`config.mk`:
```
export PLATFORM = sky130hd
export DESIGN_NAME = vend_credit_seq
export DESIGN_NICKNAME = d
export VERILOG_FILES = /design/src/rtl/vend_pkg.sv /design/src/rtl/credit_addsub.sv /design/src/rtl/vend_credit_seq.sv
export SDC_FILE = /design/constraint.sdc
export NUM_CORES = 1
export LEC_CHECK = 0
export ABC_CLOCK_PERIOD_IN_PS = 4300
export BUFFER_PORTS_ARGS = -buffer_cell sky130_fd_sc_hd__buf_2
export CAP_MARGIN = 5
export CORE_MARGIN = 2
export CORE_UTILIZATION = 51
export CTS_CLUSTER_SIZE = 28
export DETAILED_ROUTE_END_ITERATION = 10
export GPL_TIMING_DRIVEN = 0
export PLACE_DENSITY_LB_ADDON = 0.25
export SETUP_SLACK_MARGIN = 0.5
export SYNTH_ARGS = -nofsm -noshare
export SYNTH_HDL_FRONTEND = slang
export SYNTH_HIERARCHICAL = 1
export SYNTH_SLANG_ARGS = --single-unit
```
`constraint.sdc`:
```
create_clock -name clk -period 4.3 [get_ports clk]
set_input_delay 0.215 -clock clk [delete_from_list [all_inputs] [get_ports clk]]
set_output_delay 0.215 -clock clk [all_outputs]
set_load 0.01 [all_outputs]
```
`src/rtl/vend_pkg.sv`:
```
// Shared encodings for the vending credit sequencer and its add/sub unit.
package vend_pkg;

    localparam int CREDIT_W = 4;

    localparam logic [1:0] OP_ADD  = 2'b00;
    localparam logic [1:0] OP_SUB  = 2'b01;
    localparam logic [1:0] OP_ZERO = 2'b10;

    typedef enum logic [2:0] {
        IDLE,
        ADD,
        CMP,
        VEND,
        CHANGE
    } state_t;

endpackage

```
`src/rtl/credit_addsub.sv`:
```
// Combinational 4-bit add/sub unit; result[4] is carry on ADD, borrow on SUB.
module credit_addsub
    import vend_pkg::*;
(
    input  logic [CREDIT_W-1:0] a,
    input  logic [CREDIT_W-1:0] b,
    input  logic [1:0]          op,
    output logic [CREDIT_W:0]   result
);

    // Select the operation; unknown ops produce zero.
    always_comb begin
        result = '0;
        case (op)
            OP_ADD:  result = {1'b0, a} + {1'b0, b};
            OP_SUB:  result = {1'b0, a} - {1'b0, b};
            default: result = '0;
        endcase
    end

endmodule

```
`src/rtl/vend_credit_seq.sv`:
```
// Credit sequencer: accepts coins/selections, drives the shared add/sub unit
// one operation per cycle, and pays change out one unit per cycle.
module vend_credit_seq
    import vend_pkg::*;
#(
    parameter int CREDIT_MAX  = 15,
    parameter int CHANGE_UNIT = 1
) (
    input  logic       clk,
    input  logic       rst_n,
    input  logic       coin_valid,
    input  logic [3:0] coin_value,
    output logic       coin_ready,
    input  logic       sel_valid,
    input  logic [3:0] sel_price,
    output logic       sel_ready,
    input  logic       cancel,
    output logic [3:0] credit,
    output logic       vend_pulse,
    output logic       change_pulse,
    output logic       reject_coin,
    output logic       insufficient,
    output logic       busy
);

    localparam logic [CREDIT_W-1:0] CU    = CHANGE_UNIT[CREDIT_W-1:0];
    localparam logic [CREDIT_W:0]   CMAX5 = CREDIT_MAX[CREDIT_W:0];

    state_t              state, state_nxt;
    logic [CREDIT_W-1:0] credit_q, credit_d;
    logic [CREDIT_W-1:0] operand_q, operand_d;
    logic [CREDIT_W-1:0] b_mux;
    logic [1:0]          op;
    logic [CREDIT_W:0]   result;

    credit_addsub u_addsub (
        .a      (credit_q),
        .b      (b_mux),
        .op     (op),
        .result (result)
    );

    assign credit = credit_q;
    assign busy   = (state != IDLE);

    // State, credit and operand registers.
    always_ff @(posedge clk or negedge rst_n) begin
        if (!rst_n) begin
            state     <= IDLE;
            credit_q  <= '0;
            operand_q <= '0;
        end else begin
            state     <= state_nxt;
            credit_q  <= credit_d;
            operand_q <= operand_d;
        end
    end

    // Next-state, operand mux, datapath op and pulse decode.
    always_comb begin
        state_nxt    = state;
        credit_d     = credit_q;
        operand_d    = operand_q;
        b_mux        = operand_q;
        op           = OP_ZERO;
        coin_ready   = 1'b0;
        sel_ready    = 1'b0;
        vend_pulse   = 1'b0;
        change_pulse = 1'b0;
        reject_coin  = 1'b0;
        insufficient = 1'b0;
        case (state)
            IDLE: begin
                sel_ready  = !cancel;
                coin_ready = !cancel && !sel_valid;
                if (cancel) begin
                    if (credit_q >= CU) state_nxt = CHANGE;
                end else if (sel_valid) begin
                    operand_d = sel_price;
                    state_nxt = CMP;
                end else if (coin_valid) begin
                    operand_d = coin_value;
                    state_nxt = ADD;
                end
            end
            ADD: begin
                op = OP_ADD;
                if (result > CMAX5) reject_coin = 1'b1;
                else                credit_d    = result[CREDIT_W-1:0];
                state_nxt = IDLE;
            end
            CMP: begin
                op = OP_SUB;
                if (result[CREDIT_W]) begin
                    insufficient = 1'b1;
                    state_nxt    = IDLE;
                end else begin
                    credit_d  = result[CREDIT_W-1:0];
                    state_nxt = VEND;
                end
            end
            VEND: begin
                vend_pulse = 1'b1;
                state_nxt  = (credit_q >= CU) ? CHANGE : IDLE;
            end
            CHANGE: begin
                b_mux = CU;
                op    = OP_SUB;
                if (!result[CREDIT_W]) begin
                    change_pulse = 1'b1;
                    credit_d     = result[CREDIT_W-1:0];
                    if (result[CREDIT_W-1:0] < CU) state_nxt = IDLE;
                end else begin
                    state_nxt = IDLE;
                end
            end
            default: state_nxt = IDLE;
        endcase
    end

endmodule

```
==> impl_metrics.py <==
metrics = {
    "run_status": {
        "status": "completed",
    },
    "sta": {
        "period_needed_ps": 3480,
        "worst_pin_slew_ps": 439,
        "finalWorstSetupSlack_ps": 823,
        "finalSetupViolCount": 0,
        "hold_slack_ps": 309,
        "clock_skew_ps": 3.23,
        "finalSetupTns_ps": 0,
        "finalHoldViolations": 0,
        "slew_headroom_pct": 70.5,
        "period_share_pct": 80.9,
        "slew_viol_final": 0,
        "rsz0062_at_grt": "false",
        "max_freq_mhz": 288,
    },
    "yosys": {
        "ys.flop_type": "dfrtp_1",
        "syn_area_um2": 878,
        "synthDistinctLibCells": 32,
        "yosys.area.top_type": "dfrtp_1",
        "synth_enable_flop_cells": 0,
        "synth.avg_cell_area_um2": 9.15,
        "yosysWarnings": 6,
        "ys_seq_elements": 11,
        "async_reset_ff_share_pct": 100,
        "synth.top_cell.area_share_pct": 31.3,
        "synth.area.top_cells": "dfrtp_1, mux2_2, ha_1",
        "synth_fp_nets": 115,
        "ys_seq_area_share_pct": 31.3,
        "syn_inst": 96,
    },
    "die": {
        "core_area_um2": 1560,
        "ios": 24,
        "rows": 14,
        "die_x_um": 45.5,
        "start_util_pct": 56.3,
        "die_h_um": 45.5,
        "dieArea_um2": 2070,
    },
    "global_route": {
        "grtUsageMet1_pct": 25.1,
        "gr-max-usage-layer": "met2",
        "grt_pass1_vias": 700,
        "grt_use_total_pct": 19.3,
        "grt_use_met2_pct": 31.3,
        "grt_max_degree": 12,
        "grt_pass1_wl_um": 2830,
        "gr-total-overflow": 0,
        "antenna_found_initial": 0,
        "met3_usage_pct": 2.38,
    },
    "clock_network": {
        "clock_latency_ps": 260,
        "htreeDepth": 1,
        "cts_max_path_buffers": 2,
        "post_cts_buffers": 0,
        "numCtsBuffers": 3,
        "cts.sinks": 11,
        "cts.clk_slew.worst_paths_ps": 70,
        "cts_tree": "done",
        "root_buffer": "clkbuf_4",
    },
    "cells_and_area": {
        "fin_area_um2": 1060,
        "n_fill_cell": 129,
        "drive_gt1_share_pct": 36.6,
        "syn2layout_area_growth_pct": 20.5,
        "diodes": 0,
        "area.sequential_um2": 275,
        "multi_input_area_um2": 571,
        "final_cells": 139,
        "nets": 143,
    },
    "worst_setup_path": {
        "endpoint_kind": "output pin",
        "cpMostUsedCell": "inv_1",
        "crit_fanout": 10,
        "crit_path_top_delay_cell": "fa_1",
        "required_ps": 4090,
        "crit_type": "flop to output pin",
        "startpoint_type": "flop",
        "cp.arrival_ps": 3260,
        "cp_cell_sequence": "clkbuf_2, nor3b_4, or2_2, inv_1, ha_1, mux2i_1, fa_1, a21o_1, a21oi_2, xnor2_1, nor2_1, inv_1, and2_1, buf_2",
        "critical_path.max_stage_delay_ps": 460,
    },
    "power_and_ir_drop": {
        "clkPwrFrac_pct": 6.5,
        "seq_power_share_pct": 17.5,
        "combinationalPowerShare_pct": 76.0,
        "ir_drop_v": 0.000421,
        "p_per_area_nw_per_um2": 969,
        "p_int_w": 0.000557,
        "switching_share_pct": 45.7,
        "p_leak_nw": 0.523,
        "p_switching_w": 0.000469,
    },
    "route": {
        "ant_nets": 0,
        "wirelength_um": 1730,
        "vias_per_cell": 5.65,
        "wl_per_cell_um": 12.4,
        "vias": 785,
        "drt_pre_antenna_iters": 4,
        "drc": 0,
        "drt_iter0_markers": 23,
    },
    "placement": {
        "dp_hpwl_um": 1410,
        "io_buffers": 22,
        "dpl_cell_area_um2": 1010,
        "dp_cells": 134,
        "place_worst_setup_slack_ps": 632,
        "place_congestion": 0.823,
    },
    "flow_run": {
        "cap_viol_max_count": 0,
    },
    "worst_hold_path": {
        "hp-class": "input port to flop",
    },
}
==> layer usage <==
| metal | vias up | part of all wire (%) |
|---|---|---|
| li1 | 390 | - |
| met1 | 363 | 45 |
| met2 | 30 | 50 |
| met3 | 2 | 4.3 |
| met4 | 0 | 0.58 |
| met5 | - | 0 |
==> power groups by stage <==
stage | Clock (W) | Combinational [W] | Sequential [W]
3_3_place_gp | 0 | 0.000741 | 0.000179
6_report | 0.0000664 | 0.000780 | 0.000180
2_1_floorplan | 0 | 0.000605 | 0.000179
5_1_grt | 0.0000768 | 0.000866 | 0.000186
4_1_cts | 0.0000711 | 0.000767 | 0.000179
3_5_place_dp | 0 | 0.000757 | 0.000182
==> registers in the layout (all words and copies together) (netlist names) <==
register   flops
credit         4
operand_q      4
state          3
==> worst max-delay path, delay by kind of cell (launching register included) <==
family | cells | cell delay (ps)
flops | 1 | 390
buf+inv | 4 | 530
mux | 1 | 100
fa+ha+maj | 2 | 730
simple gates | 4 | 840
xor+xnor | 1 | 80
compound gates | 2 | 330
==> per-stage QoR <==
stage	utilization [%]	power, W
CTS	67.0	0.00102
finish	67.9	0.00103
global route	67.9	0.00113
detailed placement	64.7	0.000939
global placement	64.7	0.000920
floorplan	-	0.000784
==> final timing paths <==
| path | slack [ps] | to | cells after the start | from |
|---|---|---|---|---|
| setup reg to reg | 890 | credit[1]$_DFFE_PN0P_ | 14 | state[1]$_DFFE_PN0P_ |
| setup / recovery | 820 | change_pulse | 14 | state[1]$_DFFE_PN0P_ |
| min in group asynchronous | 360 | operand_q[3]$_DFFE_PN0P_ | 2 | rst_n |
| hold reg to reg | 500 | operand_q[2]$_DFFE_PN0P_ | 1 | operand_q[2]$_DFFE_PN0P_ |
| hold / removal | 310 | state[0]$_DFFE_PN0P_ | 3 | coin_valid |
| max in group asynchronous | 3740 | credit[2]$_DFFE_PN0P_ | 2 | rst_n |
==> repair_timing <==
item | CTS | global route
resized for setup | 0 | 7
hold buffers | 1 | 0
endpoints found under the setup margin | 0 | 8
endpoints found under the hold margin | 11 | 0
==> layout make-up <==
type | instances | share of cell area, %
tap | 16 | 1.89
buffer | 5 | 2.25
inverter | 6 | 2.13
multi-input combinational | 74 | 53.9
timing repair buffer | 23 | 11.3
clock buffer | 4 | 2.48
sequential | 11 | 26.0
==> placed cells by master (no fill, tap or decap), drive strengths merged, types with 2 or more instances in the layout <==
cell	Yosys	layout
o21a	2	2
nor2	12	12
xnor2	5	5
inv	6	6
clkbuf	3	7
dfrtp	11	11
a21oi	2	2
nor2b	6	6
ha	5	5
nand2	3	3
buf	2	24
nor3	9	9
o21ai	2	2
mux2	12	12
==> cell families after synthesis <==
group | count (synthesis) | synth area share (%)
multiplexers | 13 | 16.5
AND/OR/NAND/NOR | 38 | 22.9
flip-flops | 11 | 31.3
AO/OA/AOI/OAI | 11 | 8.83
buffers and inverters | 11 | 4.99
adder cells (fa/ha/maj) | 6 | 9.40
XOR/XNOR | 6 | 5.98
==> cells in the mapped netlist (2+ instances only) <==
cell type,n
o21a_1,2
inv_1,6
nor3_1,8
buf_2,2
nor2b_1,6
xnor2_1,5
ha_1,5
mux2_2,12
nor2_1,12
dfrtp_1,11
nand2_1,3
o21ai_0,2
clkbuf_1,3
No activity file was read; power rests on OpenSTA's default activity.
